===== src/rtl/mem_stage_lsu.sv =====
// Memory-stage load/store unit: valid/ready data-memory port, load alignment/extension, W-stage register.
// Optional MISALIGN_TRAP_EN: misaligned H/W accesses trap (MisalignM) instead of aligning down.
module mem_stage_lsu #(
   parameter int MAX_WAIT = 255
) (
   input  logic        clk,
   input  logic        rst,
   input  logic        RegWriteM,
   input  logic [1:0]  ResultSrcM,
   input  logic        MemWriteM,
   input  logic        LUIInstrM,
   input  logic [2:0]  Funct3M,
   input  logic [4:0]  RdM,
   input  logic [31:0] ALUResultM,
   input  logic [31:0] WriteDataM,
   input  logic [31:0] ExtImmM,
   input  logic [31:0] PCPlus4M,
   output logic        dmem_req_valid,
   input  logic        dmem_req_ready,
   output logic        dmem_we,
   output logic [31:0] dmem_addr,
   output logic [3:0]  dmem_be,
   output logic [31:0] dmem_wdata,
   input  logic        dmem_rsp_valid,
   input  logic [31:0] dmem_rdata,
   output logic        StallM,
   output logic        BusErrM,
`ifdef MISALIGN_TRAP_EN
   output logic        MisalignM,
`endif
   output logic        RegWriteW,
   output logic [1:0]  ResultSrcW,
   output logic        LUIInstrW,
   output logic [4:0]  RdW,
   output logic [31:0] ALUResultW,
   output logic [31:0] ReadDataW,
   output logic [31:0] ExtImmW,
   output logic [31:0] PCPlus4W
);

   typedef enum logic [1:0] {IDLE, REQ, RESP} state_t;

   localparam logic [7:0] WAIT_LAST = 8'(MAX_WAIT - 1);

   state_t      state, state_n;
   logic [7:0]  wait_cnt;
   logic        is_store, is_load, memop, misal;
   logic [1:0]  a, off;
   logic        req_c, done, rsp_take, abort, timeout;
   logic [31:0] shifted, ld_ext;

   // Stores win when both store and load encodings are present.
   assign is_store = MemWriteM;
   assign is_load  = ~MemWriteM & (ResultSrcM == 2'b01);
   assign memop    = is_store | is_load;
   assign a        = ALUResultM[1:0];

`ifdef MISALIGN_TRAP_EN
   assign misal = memop & (((Funct3M[1:0] == 2'b01) & a[0]) |
                           ((Funct3M[1:0] == 2'b10) & (a != 2'b00)));
`else
   assign misal = 1'b0;
`endif

   // Effective lane offset; misaligned halves/words are aligned down.
   always_comb begin
      off = 2'b00;
      case (Funct3M[1:0])
         2'b00:   off = a;
         2'b01:   off = {a[1], 1'b0};
         default: off = 2'b00;
      endcase
   end

   assign dmem_addr = {ALUResultM[31:2], 2'b00};
   assign dmem_we   = MemWriteM;

   always_comb begin
      dmem_be    = 4'hF;
      dmem_wdata = WriteDataM;
      case (Funct3M[1:0])
         2'b00: begin
            dmem_be    = 4'b0001 << off;
            dmem_wdata = {4{WriteDataM[7:0]}};
         end
         2'b01: begin
            dmem_be    = 4'b0011 << off;
            dmem_wdata = {2{WriteDataM[15:0]}};
         end
         default: ;
      endcase
   end

   assign shifted = dmem_rdata >> {off, 3'b000};

   always_comb begin
      ld_ext = shifted;
      case (Funct3M)
         3'b000:  ld_ext = {{24{shifted[7]}}, shifted[7:0]};
         3'b001:  ld_ext = {{16{shifted[15]}}, shifted[15:0]};
         3'b100:  ld_ext = {24'd0, shifted[7:0]};
         3'b101:  ld_ext = {16'd0, shifted[15:0]};
         default: ld_ext = shifted;
      endcase
   end

   assign timeout = (MAX_WAIT != 0) && (state != IDLE) && (wait_cnt == WAIT_LAST);

   always_comb begin
      state_n  = state;
      req_c    = 1'b0;
      done     = 1'b0;
      rsp_take = 1'b0;
      abort    = 1'b0;
      case (state)
         IDLE: begin
            if (misal) begin
               done = 1'b1;
            end else if (memop) begin
               req_c = 1'b1;
               if (dmem_req_ready) begin
                  if (is_store) done = 1'b1;
                  else          state_n = RESP;
               end else begin
                  state_n = REQ;
               end
            end
         end
         REQ: begin
            req_c = 1'b1;
            if (dmem_req_ready) begin
               if (is_store) begin
                  done    = 1'b1;
                  state_n = IDLE;
               end else begin
                  state_n = RESP;
               end
            end else if (timeout) begin
               abort = 1'b1;
            end
         end
         RESP: begin
            if (dmem_rsp_valid) begin
               done     = 1'b1;
               rsp_take = 1'b1;
               state_n  = IDLE;
            end else if (timeout) begin
               abort = 1'b1;
            end
         end
         default: state_n = IDLE;
      endcase
      // Watchdog abort retires the instruction without a register write.
      if (abort) begin
         done    = 1'b1;
         state_n = IDLE;
      end
   end

   // Combinational outputs are held low while reset is asserted.
   assign dmem_req_valid = rst & req_c;
   assign StallM         = rst & memop & ~done;
   assign BusErrM        = rst & abort;
`ifdef MISALIGN_TRAP_EN
   assign MisalignM      = rst & misal;
`endif

   always_ff @(posedge clk or negedge rst) begin
      if (!rst) begin
         state    <= IDLE;
         wait_cnt <= 8'd0;
      end else begin
         state <= state_n;
         if (state_n != state)  wait_cnt <= 8'd0;
         else if (state != IDLE) wait_cnt <= wait_cnt + 8'd1;
      end
   end

   always_ff @(posedge clk or negedge rst) begin
      if (!rst) begin
         RegWriteW  <= 1'b0;
         ResultSrcW <= 2'b00;
         LUIInstrW  <= 1'b0;
         RdW        <= 5'd0;
         ALUResultW <= 32'd0;
         ReadDataW  <= 32'd0;
         ExtImmW    <= 32'd0;
         PCPlus4W   <= 32'd0;
      end else if (!StallM) begin
         RegWriteW  <= RegWriteM & ~abort & ~misal;
         ResultSrcW <= ResultSrcM;
         LUIInstrW  <= LUIInstrM;
         RdW        <= RdM;
         ALUResultW <= ALUResultM;
         ReadDataW  <= rsp_take ? ld_ext : 32'd0;
         ExtImmW    <= ExtImmM;
         PCPlus4W   <= PCPlus4M;
      end else begin
         RegWriteW  <= 1'b0;
      end
   end

endmodule


===== config.mk =====
export PLATFORM = sky130hd
export DESIGN_NAME = mem_stage_lsu
export DESIGN_NICKNAME = d
export VERILOG_FILES = /design/src/rtl/mem_stage_lsu.sv
export SDC_FILE = /design/constraint.sdc
export NUM_CORES = 1
export LEC_CHECK = 0
export BUFFER_PORTS_ARGS = -buffer_cell sky130_fd_sc_hd__clkbuf_2
export CAP_MARGIN = 40
export CORE_AREA = 2 2 151 153
export DETAILED_ROUTE_END_ITERATION = 16
export DIE_AREA = 0 0 153 155
export GPL_ROUTABILITY_DRIVEN = 0
export HOLD_SLACK_MARGIN = 0.08
export PLACE_DENSITY_LB_ADDON = 0.3
export SLEW_MARGIN = 20
export SYNTH_ARGS = -nofsm -noshare
export SYNTH_HDL_FRONTEND = slang
export SYNTH_SLANG_ARGS = --single-unit
export TNS_END_PERCENT = 5

===== constraint.sdc =====
create_clock -name clk -period 3.3 [get_ports clk]
set_clock_uncertainty 0.15 [all_clocks]
set_input_delay 0.495 -clock clk [delete_from_list [all_inputs] [get_ports clk]]
set_output_delay 0.495 -clock clk [all_outputs]
set_load 0.01 [all_outputs]

## Yosys cells after proc, flatten, opt, wreduce, memory -nomap -nowiden

Index checks and enable logic that the tools add are counted.

| word-level totals | value |
|---|---|
| output and inout bits | 209 |
| word-level logic and storage cells | 68 |
| flip-flop bits (word level) | 147 |

| operators by class | value |
|---|---|
| shift-type cells | 3 |
| equality and inequality tests | 9 |
| reductions and logical operators | 6 |
| multiplexer cells | 29 |
| add/subtract/negate cells | 1 |
| bitwise operators | 10 |

Operators with widths:

| operator | number |
|---|---|
| $pmux W32 S4 | 1 |
| $pmux W32 S2 | 1 |
| $mux W32 | 1 |
| $shr A32 B5 Y32 | 1 |
| $mux W8 | 2 |
| $mux W2 | 7 |
| $mux W1 | 11 |
| $add A8 B1 Y8 const B | 1 |
| $eq A8 B8 Y1 const B | 1 |
| $pmux W4 S2 | 1 |
| $and A1 B1 Y1 | 6 |
| $eq A2 B1 Y1 const B | 3 |
| $eq A3 B3 Y1 const B | 2 |
| $pmux W2 S3 | 1 |
| $logic_not A2 Y1 | 2 |
| $pmux W1 S2 | 2 |
| $pmux W2 S2 | 1 |
| $reduce_bool A2 Y1 | 2 |
| $shl A1 B2 Y4 const A | 1 |
| $shl A2 B2 Y4 const A | 1 |
| $eq A3 B1 Y1 const B | 1 |
| $logic_not A3 Y1 | 1 |
| $not A1 Y1 | 3 |
| $pmux W1 S3 | 1 |
| other kinds (4) | 4 |

## Longest topological paths before layout

| logic depth | value |
|---|---|
| depth after elaboration | 9 |
| mapped depth | 10 |
| depth with buffers taken out | 7 |

## Worst setup path after synthesis

No wires, ideal clock.

| path | value |
|---|---|
| path kind | flip-flop to output port |
| start | register state[1] |
| end | output StallM |
| data arrival time | 2005 ps |
| path slack | 650 ps |
| path buffers | 3 |
| data required time | 2655 ps |
| stages on the path, launching flop included | 9 |
| path through | dfrtp_1 > inv_1 > clkbuf_1 > ha_1 > and4b_1 > o2111a_1 > nor3_1 > buf_2 > buf_2 |

| on the way | value |
|---|---|
| word-level cells in the longest chain between the ends | 8 |

RTL lines:

| item | line | text |
|---|---|---|
| start, declared | 45 | `state_t state, state_n;` |
| start signal, assigned | 173 | `state <= state_n;` |
| $reduce_bool A2 Y1 | 107 | `assign timeout = (MAX_WAIT != 0) && (state != IDLE) && (wait_cnt == WAIT_LAST);` |
| $logic_and A1 B1 Y1 | 107 |  |
| $mux W1 | 138, 147 |  |
| $mux W1, on equally long branches | 143, 131 |  |
| $pmux W1 S2 | 115 | `case (state)` |
| $mux W1 * | 154 | `if (abort) begin` |
| $not A1 Y1 * | 162 | `assign StallM = rst & memop & ~done;` |
| $and A1 B1 Y1 * | 162 |  |
| end, declared | 26 | `output logic StallM,` |

Mark *: on every way between the ends. The rest lies on a longest branch, timed or not.

## Worst setup path after layout

| path | value |
|---|---|
| start | register state[0] |
| end | output StallM |

Same word-level chain as after synthesis.

==> metrics.yaml <==
setup_tns_ps: 0
routedWlPerCell_um: 17.2
cts_tree: "built"
period_share_pct: 92.5
grt_pass1_vias: 6186
p_leak_nw: 5.00
top_layer: "met4"
fp.dieH_um: 155
final_core_util_pct: 45.3
grt_usage_pct: 18.5
portBuffers: 383
synth_top_family_by_area: "multiplexers"
cp.depth: 7
drc: 0
synth_common_cells: "147 x dfrtp_1, 100 x mux2_1, 63 x nand2_1"
fillers: 2100
drtAntennaViolNets: 0
worstPathArrival_ps: 2410
async_reset_ff_share_pct: 100
worstSetupStartpointType: "register"
first_pass_iters: 4
postSynthAreaPerCell_um2: 11.9
clock.fmax_mhz: 328
critPathBufInv: 3
n_antenna_cell: 0
placed_cells: 1235
endpoint_kind: "output port"
power-per-cell-area_mw_per_mm2: 586
rsz0062_at_grt: "false"
finalNonFillerCells: 1269
num_rows: 55
hold_violations: 0
netlist_top_cells_area: "dfrtp_1 50%, mux2_1 15%, buf_4 5.5%"
syn_inst: 624
die_area_mm2: 0.0237
numCtsBuffers: 17
yosys.area_share.xor_xnor_pct: 0.826
min_path_cells: 2
cts-root-buf: "clkbuf_16"
synth_ff_type: "dfrtp_1"
wl_met2_um: 11600
ff2ff_path_depth: 8
wl_met3_um: 1490
ys_ff_latch: 147
relSlewSlack_pct: 44.3
clk_latency_ps: 420
ir_worst_vdd_mv: 0.262
grt_max_degree: 147
wirelength_um: 21900
crit_type: "register to output port"
cts.sinks: 147
critPathSlowestCell: "dfrtp_1"
post_synth_mux_area_share_pct: 22.9
antenna_found_initial: 0
synth_compound_gate_area_share_pct: 8.91
synthAdderAreaFrac_pct: 1.01
coreArea_mm2: 0.0222
hp-class: "primary input to register"
synth_area_mm2: 0.00742
crit_family: "buffers and inverters"
start_util_pct: 33.4
grt_pass1_wl_um: 34500
cp.required_ps: 2650
tightest_slew_ps: 836
via_per_inst: 4.72
drtIter0Drc: 247
cap_violations: 0
yosysTopAreaCell: "dfrtp_1"
vias: 5996
h-tree-depth: 4
overflow: 0
path_cells: "inv_1 > ha_1 > nor2b_1 > o2111a_1 > nor3_4 > buf_12 > clkbuf_2"
status: "finished clean"
yosysMostFrequentCell: "dfrtp_1"
syn2layout_area_growth_pct: 35.5
nets: 1154
synthSimpleGateAreaFrac_pct: 8.91
critPathMaxStageDelay_ps: 440
ys_seq_area_share_pct: 49.5
setup_viol: 0
ys_warn_count: 0
drive_gt1_share_pct: 48.8
yosys.cell_types.count: 54
crit_fanout: 17
dpl.hpwl_um: 17200
synth_edf_count: 0
fin_crit_ps: 3050
drt-met1-wl_um: 8510
slew_viol_final: 0
clk_transition_reported_paths_ps: 70
cts_setup_buffers: 0
die_w_um: 153
netlist.area_leader.share_pct: 49.5
io_pins: 386
clk_path_buf_depth: 2
per-stage QoR:
step / power [W] / instance area, um2 / setup slack, ps / hold WS (ps)
after global placement: 0.00385 / 9410 / 667 / 135
after detailed placement: 0.00388 / 9410 / 604 / 135
final: 0.00589 / 10100 / 247 / 131
after CTS: 0.00597 / 10000 / 146 / 111
after global routing: 0.00622 / 10100 / 65.9 / 121
after floorplan: 0.00316 / 7430 / 650 / 49.4
flip-flops by register name, indices dropped and copies added (netlist names):
register / cells
ReadDataW: 32
ALUResultW: 32
RegWriteW: 1
PCPlus4W: 32
wait_cnt: 8
ResultSrcW: 2
state: 2
LUIInstrW: 1
ExtImmW: 32
RdW: 5
layer usage:
metal / GRT usage (%) / vias up
li1: - / 2858
met1: 21.2 / 2868
met2: 34.3 / 252
met3: 4.26 / 18
met4: 5.38 / 0
met5: 0 / -
layout make-up:
class                           count  area [um2]  area share [%]
Multi-Input combinational cell    389        3180            31.6
Sequential cell                   147        3680            36.6
Clock buffer                       18         439            4.37
Timing Repair Buffer              408        2190            21.7
Inverter                            8        30.0           0.299
Clock inverter                     14         191            1.90
Tap cell                          285         357            3.54
layout by cell type, fill, tap and decap left out, drive strengths merged, types with 3 or more instances in the layout:
cell and count:
mux2 120, nor2b 21, ha 6, nor3 3, and2 4, nand2b 3
mux2i 19, buf 25, nand2 63, nand3 8, a22oi 6, mux4 7
xor2 5, o21ai 41, bufinv 3, dfrtp 147, inv 15, nor2 16
o22ai 6, o31ai 16, nand4 9, clkbuf 400, a21oi 4
final timing paths:
check	start	endpoint	slack (ps)
hold reg to reg	ReadDataW[20]	ReadDataW[20]	320
min in group asynchronous	rst	wait_cnt[7]	270
setup reg to reg	state[0]	PCPlus4W[25]	660
max in group asynchronous	rst	ReadDataW[20]	1720
hold / removal	ExtImmM[18]	ExtImmW[18]	130
setup / recovery	state[0]	StallM	250
kinds of logic after synthesis:
logic type / Yosys count
AO/OA/AOI/OAI: 92
buffers and inverters: 89
adder cells (fa/ha/maj): 6
AND/OR/NAND/NOR: 136
XOR/XNOR: 7
other: 1
multiplexers: 146
flip-flops: 147
power breakdown:
group	leakage [nW]	internal [W]	total, W	switching (W)
clock	0.304	0.00124	0.00207	0.000834
combinational	2.89	0.000704	0.00159	0.000884
sequential	1.80	0.00208	0.00223	0.000156
total	5.00	0.00402	0.00589	0.00187
what timing repair did:
action,in CTS,in global routing
setup endpoints to repair,0,1
resized for setup,0,1
hold buffers,1,0
endpoints found under the hold margin,1,0
(Power assumes the default switching activity.)
